$ cat src/rtl/imem_boot_loader_if.sv
// imem_boot_loader_if: byte stream in, instruction RAM write port and boot status out
interface imem_boot_loader_if #(
    parameter int IWIDTH = 11
);
    logic              load_req;
    logic [7:0]        rx_data;
    logic              rx_valid;
    logic [IWIDTH-1:0] im_wadr;
    logic [31:0]       im_wdata;
    logic              im_we;
    logic              cpu_start;
    logic              busy;
    logic              done;
    logic              err;
    modport master (
        output load_req, rx_data, rx_valid,
        input  im_wadr, im_wdata, im_we, cpu_start, busy, done, err
    );
    modport slave (
        input  load_req, rx_data, rx_valid,
        output im_wadr, im_wdata, im_we, cpu_start, busy, done, err
    );
endinterface

$ cat src/rtl/imem_boot_loader.sv
// imem_boot_loader: loads a framed UART image into instruction RAM, then pulses cpu_start; `IMEM_BOOT_LOADER_CSUM_EN adds the checksum byte
module imem_boot_loader #(
    parameter int          IWIDTH = 11,
    parameter logic [23:0] TO_CYC = 24'd1000000
) (
    input logic               clk,
    input logic               rst,
    imem_boot_loader_if.slave bus
);
    typedef enum logic [2:0] {IDLE, LEN0, LEN1, DATA, CSUM, START, ERR} state_t;
    localparam logic [16:0] CAP = 17'(1) << IWIDTH;
`ifdef IMEM_BOOT_LOADER_CSUM_EN
    localparam state_t TAIL = CSUM;
    logic [7:0] sum;
`else
    localparam state_t TAIL = START;
`endif
    state_t            state;
    logic [7:0]        len_lo;
    logic [15:0]       rem;
    logic [1:0]        lane;
    logic [23:0]       asm_word;
    logic [IWIDTH-1:0] wptr;
    logic [23:0]       tmr;
    logic [16:0]       n_len;
    assign n_len = {1'b0, bus.rx_data, len_lo};
    always_ff @(posedge clk) begin
        if (rst) begin
            state         <= IDLE;
            len_lo        <= '0;
            rem           <= '0;
            lane          <= '0;
            asm_word      <= '0;
            wptr          <= '0;
            tmr           <= TO_CYC;
`ifdef IMEM_BOOT_LOADER_CSUM_EN
            sum           <= '0;
`endif
            bus.im_wadr   <= '0;
            bus.im_wdata  <= '0;
            bus.im_we     <= 1'b0;
            bus.cpu_start <= 1'b0;
            bus.busy      <= 1'b0;
            bus.done      <= 1'b0;
            bus.err       <= 1'b0;
        end else begin
            bus.im_we     <= 1'b0;
            bus.cpu_start <= 1'b0;
            case (state)
                IDLE, ERR: if (bus.load_req) begin
                    state    <= LEN0;
                    bus.busy <= 1'b1;
                    bus.done <= 1'b0;
                    bus.err  <= 1'b0;
                    tmr      <= TO_CYC;
                    lane     <= '0;
                    wptr     <= '0;
`ifdef IMEM_BOOT_LOADER_CSUM_EN
                    sum      <= '0;
`endif
                end
                START: begin
                    bus.cpu_start <= 1'b1;
                    bus.done      <= 1'b1;
                    bus.busy      <= 1'b0;
                    state         <= IDLE;
                end
                default: if (bus.rx_valid) begin
                    tmr <= TO_CYC;
                    case (state)
                        LEN0: begin
                            len_lo <= bus.rx_data;
                            state  <= LEN1;
                        end
                        LEN1: begin
                            rem <= n_len[15:0];
                            if (n_len > CAP) begin
                                state    <= ERR;
                                bus.err  <= 1'b1;
                                bus.busy <= 1'b0;
                            end else state <= (n_len == 17'd0) ? TAIL : DATA;
                        end
                        DATA: begin
                            lane <= lane + 2'd1;
`ifdef IMEM_BOOT_LOADER_CSUM_EN
                            sum  <= sum + bus.rx_data;
`endif
                            if (lane != 2'd3) asm_word[{lane, 3'b000} +: 8] <= bus.rx_data;
                            else begin
                                bus.im_we    <= 1'b1;
                                bus.im_wadr  <= wptr;
                                bus.im_wdata <= {bus.rx_data, asm_word};
                                wptr         <= wptr + 1'b1;
                                rem          <= rem - 16'd1;
                                if (rem == 16'd1) state <= TAIL;
                            end
                        end
`ifdef IMEM_BOOT_LOADER_CSUM_EN
                        CSUM: if (bus.rx_data == sum) state <= START;
                        else begin
                            state    <= ERR;
                            bus.err  <= 1'b1;
                            bus.busy <= 1'b0;
                        end
`endif
                        default: ;
                    endcase
                end else if (tmr == 24'd1) begin
                    state    <= ERR;
                    bus.err  <= 1'b1;
                    bus.busy <= 1'b0;
                end else tmr <= tmr - 24'd1;
            endcase
        end
    end
endmodule

$ cat src/flat_wrapper.sv
// flat-port wrapper written by rule: the top's interface ports become plain ports
module imem_boot_loader_flat 
#(
    parameter int          IWIDTH = 11,
    parameter logic [23:0] TO_CYC = 24'd1000000
)
  (clk, rst, bus_load_req, bus_rx_data, bus_rx_valid, bus_im_wadr, bus_im_wdata, bus_im_we, bus_cpu_start, bus_busy, bus_done, bus_err);
  imem_boot_loader_if #(.IWIDTH(IWIDTH)) bus_i ();
  input logic clk;
  input logic rst;
  input wire logic [$bits(bus_i.load_req)-1:0] bus_load_req;
  input wire logic [$bits(bus_i.rx_data)-1:0] bus_rx_data;
  input wire logic [$bits(bus_i.rx_valid)-1:0] bus_rx_valid;
  output wire logic [$bits(bus_i.im_wadr)-1:0] bus_im_wadr;
  output wire logic [$bits(bus_i.im_wdata)-1:0] bus_im_wdata;
  output wire logic [$bits(bus_i.im_we)-1:0] bus_im_we;
  output wire logic [$bits(bus_i.cpu_start)-1:0] bus_cpu_start;
  output wire logic [$bits(bus_i.busy)-1:0] bus_busy;
  output wire logic [$bits(bus_i.done)-1:0] bus_done;
  output wire logic [$bits(bus_i.err)-1:0] bus_err;
  assign bus_i.load_req = bus_load_req;
  assign bus_i.rx_data = bus_rx_data;
  assign bus_i.rx_valid = bus_rx_valid;
  assign bus_im_wadr = bus_i.im_wadr;
  assign bus_im_wdata = bus_i.im_wdata;
  assign bus_im_we = bus_i.im_we;
  assign bus_cpu_start = bus_i.cpu_start;
  assign bus_busy = bus_i.busy;
  assign bus_done = bus_i.done;
  assign bus_err = bus_i.err;
  imem_boot_loader #(.IWIDTH(IWIDTH), .TO_CYC(TO_CYC)) u_core (.clk(clk), .rst(rst), .bus(bus_i));
endmodule
$ cat config.mk
export PLATFORM = sky130hd
export DESIGN_NAME = imem_boot_loader_flat
export DESIGN_NICKNAME = d
export VERILOG_FILES = /design/src/rtl/imem_boot_loader_if.sv /design/src/rtl/imem_boot_loader.sv /design/src/flat_wrapper.sv
export SDC_FILE = /design/constraint.sdc
export NUM_CORES = 1
export LEC_CHECK = 0
export BUFFER_PORTS_ARGS = -buffer_cell sky130_fd_sc_hd__buf_2
export CAP_MARGIN = 20
export CORE_ASPECT_RATIO = 1.25
export CORE_MARGIN = 4
export CORE_UTILIZATION = 63
export DETAILED_ROUTE_END_ITERATION = 10
export PLACE_DENSITY = 0.87
export REMOVE_ABC_BUFFERS = 1
export SLEW_MARGIN = 5
export SYNTH_ARGS = -nofsm -noshare
export SYNTH_HDL_FRONTEND = slang
export SYNTH_SLANG_ARGS = --single-unit
export TNS_END_PERCENT = 1
$ cat constraint.sdc
create_clock -name clk -period 3.75 [get_ports clk]
set_input_delay 0.1875 -clock clk [delete_from_list [all_inputs] [get_ports clk]]
set_output_delay 0.1875 -clock clk [all_outputs]
set_load 0.05 [all_outputs]
==> metrics.log <==
[metrics] area of the core: about 9200 um2
[metrics] CTS HTree Levels: 4
[metrics] CP Cell Sequence: nand3b_1, buf_4, nor2_1, a22o_1, o31a_1, or4_1, a21oi_1
[metrics] Max Freq: about 0.36 GHz
[metrics] area of the mapped netlist: around 6000 um2
[metrics] part of the Yosys area used for sequential elements: 0.454
[metrics] RSZ-0062 raised after global routing: false
[metrics] PortBufs: between 50 and 60
[metrics] estimated wirelength of the detail-placed design: 9560 um
[metrics] hold violation count in the final report: 0
[metrics] Sw Pwr: 0.00140 W
[metrics] share of power burned in the clock network: 0.400
[metrics] die height: 117 um
[metrics] Post-synth top flop: sky130_fd_sc_hd__dfxtp_1
[metrics] ratio of total power to cell area: roughly 630 nW/um2
[metrics] residual antenna-violating net count after detailed routing: 0
[metrics] crit-path max cell delay: 0.63 ns
[metrics] all-layer global routing usage: 0.278
[metrics] detail-routed via count per cell: 6.09
[metrics] maximum number of pins on one net before global-route repair: 84
[metrics] kind of cell adding the most delay to the critical path: compound AO/OA/AOI/OAI gates
[metrics] clock-pin slew reported for the worst setup and hold paths after clock tree synthesis: ~0.060 ns
[metrics] post-layout power: roughly 0.0044 W
[metrics] leakage dissipation: between 2 and 3 nW
[metrics] number of buffers created by CTS: 17
[metrics] worst-case clock buffer depth: 2
[metrics] number of enable-type register cells in the synthesized netlist: 0
[metrics] Slowest-stage cell, CP: sky130_fd_sc_hd__dfxtp_1
[metrics] total wire length after detailed routing: around 15000 um
[metrics] count of cell types in the netlist: 55
[metrics] peak supply drop: roughly 0.4 mV
[metrics] layout overhead on the synthesized area: 16.2%
[metrics] critical-path maximum fanout: 22
[metrics] fraction of power spent switching nets: 0.316
[metrics] antenna violations before repair: 0
[metrics] vias in the first global route: roughly 5500
[metrics] synthesized area per cell: approximately 7.9 um2
[metrics] number of fillers in the final layout: around 650
[metrics] CTS resizes: 0
[metrics] die boundary width: 95.3 um
[metrics] max-capacitance violation count: 0
[metrics] number of synthesized register bits: approximately 140
[metrics] CTS tree: done
[metrics] design internal power: between 0.003 and 0.004 W
[metrics] clock root buffer: sky130_fd_sc_hd__clkbuf_16
[metrics] Worst Setup Path Type: reg -> reg
[metrics] Setup Viol. Count Final: 0
[metrics] fraction of final layout cells with drive strength greater than 1: 0.133
[metrics] n_diodes: 0
[metrics] Initial Utilization: 0.650
[metrics] proportion of synthesized flip-flops having asynchronous set or reset: 0
[metrics] Hold-fix buffers, CTS: 0
[metrics] post-layout net count: 827
[metrics] wire per inst: between 15 and 20 um
[metrics] DR vias: ~5700
[metrics] portion of the clock cycle consumed by the worst path in the final layout: 0.736
[metrics] data arrival time of the critical path: between 3 and 4 ns
[metrics] fin. max-slew vios: 0
[metrics] Tmin final: between 2 and 3 ns
[metrics] count of TritonRoute iterations in the first routing pass: 5
[metrics] worst slew slack as a fraction of its limit: 0.374
[metrics] GPL Wtd Cong: roughly 0.89
[metrics] clk sink count: 136
[metrics] startpoint kind of the worst setup timing path: flip-flop
[metrics] gr ovfl total: 0
[metrics] number of buffers inserted by post-CTS setup repair: 0
[metrics] type of the most critical hold path: in -> reg
[metrics] violation count after the first detailed-routing iteration: 468
[metrics] first-pass GRT wire length: approximately 25000 um
[metrics] Worst-Margin Slew: approximately 0.94 ns
[metrics] clock insertion delay at the later pin of the skew report: 0.42 ns
[metrics] drc violations: 0
[metrics] combinational fraction of design power: 0.227
[metrics] number of buffer and inverter instances along the worst setup path: 1
[metrics] run status: finished clean
[metrics] Setup TNS Final: 0 ns
[metrics] synth warn: 0
[metrics] worst clock skew on the final layout: 0.00643 ns
[metrics] type of destination of the critical path: flip-flop
[metrics] required time at the endpoint of the critical path: roughly 4.1 ns
[metrics] Top Ports: 60
[metrics] Total Die Area: about 11000 um2
[metrics] Post-Syn Instances: between 700 and 800
[metrics] num rows: 39
[metrics] sequential fraction of design power: 0.372
-- logic make-up after synthesis --
kind of cell / after synthesis / synth area share
AO/OA/AOI/OAI: 188 / 0.175
AND/OR/NAND/NOR: 349 / 0.277
buffers and inverters: 54 / 0.0355
adder cells (fa/ha/maj): 10 / 0.0209
flip-flops: 136 / 0.454
XOR/XNOR: 14 / 0.0204
multiplexers: 10 / 0.0167
-- cell type report --
cell class | count | area [um2] | share of cell area
clock buffers | 20 | 457 | 0.0655
clock inverters | 11 | 170 | 0.0244
inverters | 12 | 45.0 | 0.00646
multi-input cells | 571 | 3070 | 0.440
flip-flops and latches | 136 | 2720 | 0.391
well taps | 123 | 154 | 0.0221
repair buffers | 67 | 355 | 0.0510
-- through the flow --
stage | cells | instance area, um2 | hold WS (ns) | setup WS, ns | util
global placement | 909 | 6340 | 0.439 | 1.20 | 0.688
detailed placement | 909 | 6340 | 0.444 | 1.05 | 0.688
floorplan | 719 | 5830 | 0.257 | 0.939 | -
global route | 940 | 6970 | 0.126 | 0.843 | 0.756
finish | 940 | 6970 | 0.103 | 0.989 | 0.756
CTS | 940 | 6970 | 0.101 | 1.04 | 0.756
-- worst paths after layout --
kind / startpoint / endpoint / slack [ns] / cells past startpoint
hold / removal: bus_rx_data[0] / u_core.bus.im_wdata[24] / 0.10 / 3
setup reg to reg: u_core.state[2] / u_core.wptr[7] / 0.99 / 7
setup / recovery: u_core.state[2] / u_core.wptr[7] / 0.99 / 7
hold reg to reg: u_core.bus.im_wdata[0] / u_core.bus.im_wdata[0] / 0.45 / 2
-- worst reg2reg max path, cell delays in order, from the launching register on --
cell and delay, ns:
sky130_fd_sc_hd__dfxtp_1 0.63, sky130_fd_sc_hd__nand3b_1 0.19, sky130_fd_sc_hd__buf_4 0.26, sky130_fd_sc_hd__nor2_1 0.10, sky130_fd_sc_hd__a22o_1 0.24, sky130_fd_sc_hd__o31a_1 0.50, sky130_fd_sc_hd__or4_1 0.59, sky130_fd_sc_hd__a21oi_1 0.18
-- cells in the mapped netlist, drive strengths merged, types with 2 or more instances --
cell type / number / area (um2)
a211oi: 5 / 37.5
nor3b: 5 / 37.5
nand2: 145 / 544
nand4b: 4 / 35.0
nor3: 17 / 95.1
nor4: 9 / 75.1
o22ai: 4 / 25.0
a21o: 3 / 22.5
o21ai: 34 / 174
nand3: 40 / 200
and2: 7 / 43.8
nor2b: 5 / 31.3
a22oi: 2 / 15.0
nand4: 14 / 87.6
a21oi: 116 / 581
or3: 17 / 106
ha: 10 / 125
or4: 8 / 63.8
xor2: 12 / 105
dfxtp: 136 / 2720
a221oi: 2 / 17.5
nand2b: 5 / 31.3
o31ai: 6 / 45.0
o31a: 2 / 17.5
inv: 11 / 41.3
nand3b: 2 / 15.0
clkbuf: 37 / 139
a22o: 2 / 17.5
buf: 5 / 28.8
nor2: 64 / 240
xnor2: 2 / 17.5
mux2i: 10 / 100
a31oi: 5 / 31.3
-- cells in the final DEF, fill, tap and decap left out, types with 3 or more instances in the layout --
cell type and n:
sky130_fd_sc_hd__nand2_1 145, sky130_fd_sc_hd__dfxtp_1 136, sky130_fd_sc_hd__a21oi_1 116, sky130_fd_sc_hd__nor2_1 63, sky130_fd_sc_hd__buf_2 59, sky130_fd_sc_hd__nand3_1 40
sky130_fd_sc_hd__o21ai_0 31, sky130_fd_sc_hd__or3_1 17, sky130_fd_sc_hd__clkbuf_16 17, sky130_fd_sc_hd__nor3_1 15, sky130_fd_sc_hd__nand4_1 14, sky130_fd_sc_hd__xor2_1 12
sky130_fd_sc_hd__inv_1 11, sky130_fd_sc_hd__mux2i_1 10, sky130_fd_sc_hd__ha_1 10, sky130_fd_sc_hd__buf_4 8, sky130_fd_sc_hd__or4_1 7, sky130_fd_sc_hd__and2_1 7
sky130_fd_sc_hd__nor4_1 6, sky130_fd_sc_hd__o31ai_1 6, sky130_fd_sc_hd__nor2b_1 5, sky130_fd_sc_hd__nand2b_1 5, sky130_fd_sc_hd__a211oi_1 5, sky130_fd_sc_hd__nor3b_1 5
sky130_fd_sc_hd__a31oi_1 5, sky130_fd_sc_hd__nand4b_1 4, sky130_fd_sc_hd__o22ai_1 4, sky130_fd_sc_hd__bufinv_16 4, sky130_fd_sc_hd__nor4_2 3, sky130_fd_sc_hd__a21o_1 3
sky130_fd_sc_hd__clkinvlp_4 3
-- power groups by stage --
stage / Clock (W) / Combinational (W) / Sequential [W]
after CTS: 0.00177 / 0.000991 / 0.00164
final: 0.00177 / 0.00100 / 0.00165
after floorplan: 0 / 0.000685 / 0.00168
after detailed placement: 0 / 0.000976 / 0.00167
after global routing: 0.00182 / 0.00111 / 0.00166
after global placement: 0 / 0.000944 / 0.00166
-- registers in the layout (all words and copies together) (netlist names), 2 cells and up --
signal	flops
u_core.tmr	24
u_core.bus.im_wdata	32
u_core.bus.im_wadr	11
u_core.state	3
u_core.asm_word	24
u_core.len_lo	8
u_core.wptr	11
u_core.rem	16
u_core.lane	2
-- metal layers --
layer	vias up	global-route usage	wire, um
li1	2763	-	-
met1	2716	0.320	5980
met2	214	0.493	7790
met3	35	0.0601	953
met4	0	0.118	301
met5	-	0	0
No activity file was read; power rests on OpenSTA's default activity.
